==> config.mk <==
export PLATFORM = sky130hd
export DESIGN_NAME = mem_wb_stage
export DESIGN_NICKNAME = d
export VERILOG_FILES = /design/src/rtl/mem_wb_stage.sv
export SDC_FILE = /design/constraint.sdc
export NUM_CORES = 1
export LEC_CHECK = 0
export CORE_AREA = 8 8 151 153
export CTS_BUF_LIST = sky130_fd_sc_hd__clkbuf_4
export DETAILED_ROUTE_END_ITERATION = 8
export DIE_AREA = 0 0 159 161
export DONT_BUFFER_PORTS = 1
export MAX_ROUTING_LAYER = met4
export PLACE_DENSITY = 0.62
export SLEW_MARGIN = 20
export SYNTH_ARGS = -nofsm -noshare
export SYNTH_HDL_FRONTEND = slang
export SYNTH_SLANG_ARGS = --single-unit
==> constraint.sdc <==
create_clock -name CLK -period 3.7 [get_ports CLK]
set_clock_uncertainty 0.1 [all_clocks]
set_input_delay 1.11 -clock CLK [delete_from_list [all_inputs] [get_ports CLK]]
set_output_delay 1.11 -clock CLK [all_outputs]
set_load 0.01 [all_outputs]
==> src/rtl/mem_wb_stage.sv <==
// MEM stage with data-memory handshake, branch/jump redirect and the MEM/WB pipeline register.
// Latency: one negedge from issue to MEM/WB when dm_ready is high the same cycle; otherwise one negedge after dm_ready.
// Backpressure: Stall holds upstream while a memory access is outstanding; a watchdog aborts after TIMEOUT_CYCLES WAIT cycles.
module mem_wb_stage #(
    parameter int DW             = 32,
    parameter int RW             = 5,
    parameter int TIMEOUT_CYCLES = 64
) (
    input  logic          CLK,
    input  logic          Resetn,
    input  logic          MemWr_i,
    input  logic          MemtoReg_i,
    input  logic          Regwr_i,
    input  logic          Branch_i,
    input  logic          Jump_i,
    input  logic          Zero_i,
    input  logic [DW-1:0] busB_i,
    input  logic [DW-1:0] ALUout_i,
    input  logic [DW-1:0] Target_i,
    input  logic [RW-1:0] Rd_i,
    output logic          dm_req,
    output logic          dm_we,
    output logic [DW-1:0] dm_addr,
    output logic [DW-1:0] dm_wdata,
    input  logic          dm_ready,
    input  logic [DW-1:0] dm_rdata,
    output logic          Stall,
    output logic          PCSrc,
    output logic [DW-1:0] Target,
    output logic          Regwr,
    output logic          MemtoReg,
    output logic [RW-1:0] Rd,
    output logic [DW-1:0] ALUout,
    output logic [DW-1:0] MemData,
    output logic [DW-1:0] WBData,
    output logic          Err
);

    // Counter needs at least one bit even when a single WAIT cycle is allowed.
    localparam int CW = (TIMEOUT_CYCLES > 1) ? $clog2(TIMEOUT_CYCLES) : 1;
    localparam logic [CW-1:0] CNT_LAST = CW'(TIMEOUT_CYCLES - 1);

    typedef enum logic {
        S_IDLE = 1'b0,
        S_WAIT = 1'b1
    } state_t;

    state_t          r_state;
    logic [CW-1:0]   r_cnt;

    // Request fields and write-back controls held while the access is outstanding.
    logic            r_lat_we;
    logic [DW-1:0]   r_lat_addr;
    logic [DW-1:0]   r_lat_wdata;
    logic            r_lat_regwr;
    logic            r_lat_memtoreg;
    logic [RW-1:0]   r_lat_rd;
    logic [DW-1:0]   r_lat_aluout;

    // MEM/WB pipeline register.
    logic            r_regwr;
    logic            r_memtoreg;
    logic [RW-1:0]   r_rd;
    logic [DW-1:0]   r_aluout;
    logic [DW-1:0]   r_memdata;
    logic [DW-1:0]   r_wbdata;
    logic            r_err;

    logic            w_memop;
    logic            w_in_wait;
    logic            w_timeout;
    logic            w_cap_live;
    logic            w_cap_lat;
    logic            w_nxt_regwr;
    logic            w_nxt_memtoreg;
    logic [RW-1:0]   w_nxt_rd;
    logic [DW-1:0]   w_nxt_aluout;
    logic [DW-1:0]   w_nxt_memdata;

    assign w_memop   = MemWr_i | MemtoReg_i;
    assign w_in_wait = (r_state == S_WAIT);
    assign w_timeout = w_in_wait & ~dm_ready & (r_cnt == CNT_LAST);
    // Live capture: idle and either no memory op or a zero-wait completion.
    assign w_cap_live = ~w_in_wait & (~w_memop | dm_ready);
    assign w_cap_lat  = w_in_wait & dm_ready;

    // Redirect is independent of the memory handshake.
    assign PCSrc  = Jump_i | (Branch_i & Zero_i);
    assign Target = Target_i;

    // Memory request and stall: live inputs while idle, latched request while waiting.
    always_comb begin
        dm_req   = w_memop;
        dm_we    = MemWr_i;
        dm_addr  = ALUout_i;
        dm_wdata = busB_i;
        Stall    = w_memop & ~dm_ready;
        if (w_in_wait) begin
            dm_req   = 1'b1;
            dm_we    = r_lat_we;
            dm_addr  = r_lat_addr;
            dm_wdata = r_lat_wdata;
            // The timeout cycle releases upstream so the next instruction can issue.
            Stall    = ~dm_ready & ~w_timeout;
        end
    end

    // Select what MEM/WB would load on a capture; stores never return load data.
    always_comb begin
        w_nxt_regwr    = Regwr_i;
        w_nxt_memtoreg = MemtoReg_i;
        w_nxt_rd       = Rd_i;
        w_nxt_aluout   = ALUout_i;
        w_nxt_memdata  = (MemtoReg_i & ~MemWr_i) ? dm_rdata : '0;
        if (w_in_wait) begin
            w_nxt_regwr    = r_lat_regwr;
            w_nxt_memtoreg = r_lat_memtoreg;
            w_nxt_rd       = r_lat_rd;
            w_nxt_aluout   = r_lat_aluout;
            w_nxt_memdata  = r_lat_we ? '0 : dm_rdata;
        end
    end

    // FSM, watchdog counter and request latch.
    always_ff @(negedge CLK or negedge Resetn) begin
        if (!Resetn) begin
            r_state        <= S_IDLE;
            r_cnt          <= '0;
            r_lat_we       <= 1'b0;
            r_lat_addr     <= '0;
            r_lat_wdata    <= '0;
            r_lat_regwr    <= 1'b0;
            r_lat_memtoreg <= 1'b0;
            r_lat_rd       <= '0;
            r_lat_aluout   <= '0;
        end else begin
            case (r_state)
                S_IDLE: begin
                    if (w_memop && !dm_ready) begin
                        r_state        <= S_WAIT;
                        r_cnt          <= '0;
                        r_lat_we       <= MemWr_i;
                        r_lat_addr     <= ALUout_i;
                        r_lat_wdata    <= busB_i;
                        r_lat_regwr    <= Regwr_i;
                        r_lat_memtoreg <= MemtoReg_i;
                        r_lat_rd       <= Rd_i;
                        r_lat_aluout   <= ALUout_i;
                    end
                end
                S_WAIT: begin
                    if (dm_ready || w_timeout) begin
                        r_state <= S_IDLE;
                        r_cnt   <= '0;
                    end else begin
                        r_cnt <= r_cnt + 1'b1;
                    end
                end
                default: begin
                    r_state <= S_IDLE;
                    r_cnt   <= '0;
                end
            endcase
        end
    end

    // MEM/WB register: load on capture, otherwise insert a bubble holding the data fields.
    always_ff @(negedge CLK or negedge Resetn) begin
        if (!Resetn) begin
            r_regwr    <= 1'b0;
            r_memtoreg <= 1'b0;
            r_rd       <= '0;
            r_aluout   <= '0;
            r_memdata  <= '0;
            r_wbdata   <= '0;
        end else if (w_cap_live || w_cap_lat) begin
            r_regwr    <= w_nxt_regwr;
            r_memtoreg <= w_nxt_memtoreg;
            r_rd       <= w_nxt_rd;
            r_aluout   <= w_nxt_aluout;
            r_memdata  <= w_nxt_memdata;
            r_wbdata   <= w_nxt_memtoreg ? w_nxt_memdata : w_nxt_aluout;
        end else begin
            r_regwr    <= 1'b0;
            r_memtoreg <= 1'b0;
        end
    end

    // Sticky timeout flag, cleared only by reset.
    always_ff @(negedge CLK or negedge Resetn) begin
        if (!Resetn) begin
            r_err <= 1'b0;
        end else if (w_timeout) begin
            r_err <= 1'b1;
        end
    end

    assign Regwr    = r_regwr;
    assign MemtoReg = r_memtoreg;
    assign Rd       = r_rd;
    assign ALUout   = r_aluout;
    assign MemData  = r_memdata;
    assign WBData   = r_wbdata;
    assign Err      = r_err;

endmodule

==> results.md <==
- Number of flops mapped to enable cells by yosys: 0
- Post-Synth Simple-Gate Area: 11.7%
- Post-Synth XOR/XNOR Area: 0.100%
- Crit path launch type: register
- Hold Buf Count CTS: 0
- Synth unique cells: 41
- Fill cells: 1785
- WL met1: ~10000 um
- TritonCTS clock tree: built
- WS Path Type: register to primary output
- Die Span Y: 161 um
- Met2 routed WL: 13400 um
- Vias in the first global route: between 6000 and 7000
- Fraction of layout cells with a size suffix above 1: around 36%
- Placed cells: between 1000 and 1500
- Pins over their slew limit: 0
- Req. time, crit path: 2490 ps
- Area Overhead vs Synth: 20.4%
- Final wirelength: roughly 27000 um
- Post-synthesis register bit count: around 180
- Final ANT Viol Nets: 0
- Most frequent cells in the layout: dfrtn_1, mux2_4, nor2_1
- Avg WL per Cell: 23.8 um
- Number of max-cap violations: 0
- Die area: between 20000 and 30000 um^2
- Crit. End Element: primary output
- GRT Total Usage: approximately a fifth
- Main combinational cell family by area after synthesis: multiplexers
- Top layer in use: met4
- Dpl hpwl: ~17000 um
- CORE AREA: a little over 20000 um^2
- Synthesis Warnings: 0
- Bufs and invs on worst path: 2
- Sequential fraction of the synthesis area: ~52%
- Outcome: complete, but fails checks
- Clock transition at path regs: ~110 ps
- Delay-heaviest family, CP: simple AND/OR/NAND/NOR gates
- Largest net degree at the start of global routing: between 150 and 200
- Cell mode on critical path: buf_4
- Final Util: between 50% and 60%
- Post-Layout Inst Area: approximately 11000 um^2
- Nets: around 970
- Antenna violations before repair: 1
- First-pass GRT wire length: 40600 um
- Synth Flop Type: dfrtn_1
- I/O Pins: between 300 and 400
- DRT iter0 DRCs: 407
- Sequential Area: 4580 um^2
- Area of the multi-input gates: around 4200 um^2
- Via density: around 5.6
- Met3 WL post-DR: between 2000 and 2500 um
- Slowest stage delay, CP: around 400 ps
- Max_slew headroom: 48.9%
- Placer congestion estimate: between 0.7 and 0.8
- Root buffer cell: clkbuf_4
- Crit-path slowest cell: or3_4
- Maximum VDD drop: approximately 250 uV
- Min-delay worst type: register to register
- Flop-to-flop setup slack: about 870 ps
- Worst Max-Slew Pin Slew: approximately 760 ps
- Clk sinks: roughly 180
- Most common cell after layout, fill and taps aside: dfrtn_1
- Total gr overflow: 0
- Vias: ~6200
- Number of iterations in the first detailed-routing pass: 4
- Cell row count: 53
- Area after DPL: 9550 um^2
- WP data arrival: between 3000 and 4000 ps
- Worst setup margin: -1100 ps
- Ys async rst share: 100%
- Fin. Hold Viols: 0
- Mux share of post-synthesis cell area: a little under a fifth
- Post-Syn Area per Cell: 11.1 um^2
- Synthesized area: 8760 um^2
- RSZ-0062 raised after global routing: yes
- Failing checks: negative setup slack
- Compound-cell area share of the yosys netlist: 11.0%
- Port bufs: 0
- Clk Latency, worst-skew pair: approximately 500 ps
- CP max FO: 5
- Initial Util: between 40 and 50%
- Critical path, cell by cell: buf_4 -> buf_4 -> or3_4 -> nand2b_4 -> nor2_4
- Final cell count without fillers: 1114
- Cts bufs inserted: 17
- Max H-tree Level: 4
- Synth Net Count: slightly above 900
- Pwr dens: around 480 nW/um^2
- Adder and majority cell fraction of the synthesized area: less than 1%
- Setup violators final: roughly 170
- Post-Syn Instances: slightly below 800
- Clock Path Buffers: 2
- DRC errors left: 0
- Die Span X: 159 um
- Overall power: approximately 5.1 mW
- Lkg Pwr: around 4.9 nW
## area by class of cell
cell class,instances,area share (%)
flip-flops and latches,183,43.4
multi-input cells,516,39.7
repair buffers,103,10.6
well taps,275,3.26
clock inverters,12,1.59
clock buffers,18,1.28
inverters,4,0.142
diodes,3,0.0712
## routing by layer
metal  vias to the layer above  global-route usage, %
met3                        40                   6.64
met2                       241                   33.9
met5                         -                      -
li1                       2769                      -
met1                      3135                   23.3
met4                         0                   7.59
## final timing paths
check                           depth (start not counted)       startpoint         endpoint
worst max register to register                         20          r_state         r_cnt[2]
worst max-delay path                                    5          r_state            Stall
worst min register to register                          1  r_lat_aluout[4]  r_lat_aluout[4]
min in group asynchronous                               0           Resetn       ALUout[30]
worst min-delay path                                    1  r_lat_aluout[4]  r_lat_aluout[4]
max in group asynchronous                               0           Resetn       WBData[27]
## synthesized netlist by cell type (2+ instances only)
cell type	count	area [um^2]
a21o_1	2	15.0
a21oi_1	33	165
a22o_1	31	272
a22oi_1	2	15.0
a31oi_1	2	12.5
a32oi_1	2	17.5
buf_1	3	11.3
buf_2	17	85.1
buf_4	43	323
buf_6	6	67.6
clkbuf_1	16	60.1
dfrtn_1	183	4580
inv_1	4	15.0
mux2_2	134	1510
mux2i_1	8	80.1
nand2_1	49	184
nand2b_1	2	12.5
nand3_1	5	25.0
nor2_1	98	368
nor2b_1	60	375
nor3_1	2	10.0
o21ai_0	9	45.0
o21ai_1	30	150
o22ai_1	30	188
o31ai_1	2	15.0
## power breakdown
part | switching, mW | total [mW] | internal [mW]
sequential | 0.340 | 2.69 | 2.35
clock | 0.729 | 1.21 | 0.482
combinational | 0.527 | 1.19 | 0.660
## what timing repair did
action / 4_1_cts / 5_1_grt
pin swaps: 2 / 4
resized for setup: 41 / 36
setup buffers: 26 / 1
endpoints found under the setup margin: 173 / 203
cloned: 6 / 2
## registers in the layout, indices dropped and copies added (netlist names)
register and flops:
r_lat_we 1, ALUout 32, MemtoReg 1, r_lat_aluout 32, WBData 32, Err 1
Rd 5, r_cnt 6, r_state 1, r_lat_memtoreg 1, Regwr 1, MemData 32
r_lat_rd 5, r_lat_regwr 1, r_lat_wdata 32
## worst register-to-register path, delay by kind of cell (launching register included)
kind                   cells  cell delay (ps)
AO/OA/AOI/OAI              1              130
buffers and inverters     18             2010
AND/OR/NAND/NOR            1              140
flip-flops                 1              470
## metrics by stage
stage          hold WS, ps  setup slack [ps]  setup TNS [ps]
2_1_floorplan          322              -606          -95580
3_3_place_gp           341              -605         -100280
3_5_place_dp           349              -648         -107470
4_1_cts                359             -1120         -113770
5_1_grt                371             -1200         -119020
6_report               360             -1100         -106670
## logic make-up (layout without fill, tap and decap cells)
family,Yosys count,after routing
other,0,3
muxes,142,142
AOI/OAI and AO/OA,149,149
xor gates and xnor gates,1,1
buffers and inverters,90,137
and+or+nand+nor,223,223
DFF,183,183
adders and majority gates,1,1
(Power assumes the default switching activity.)
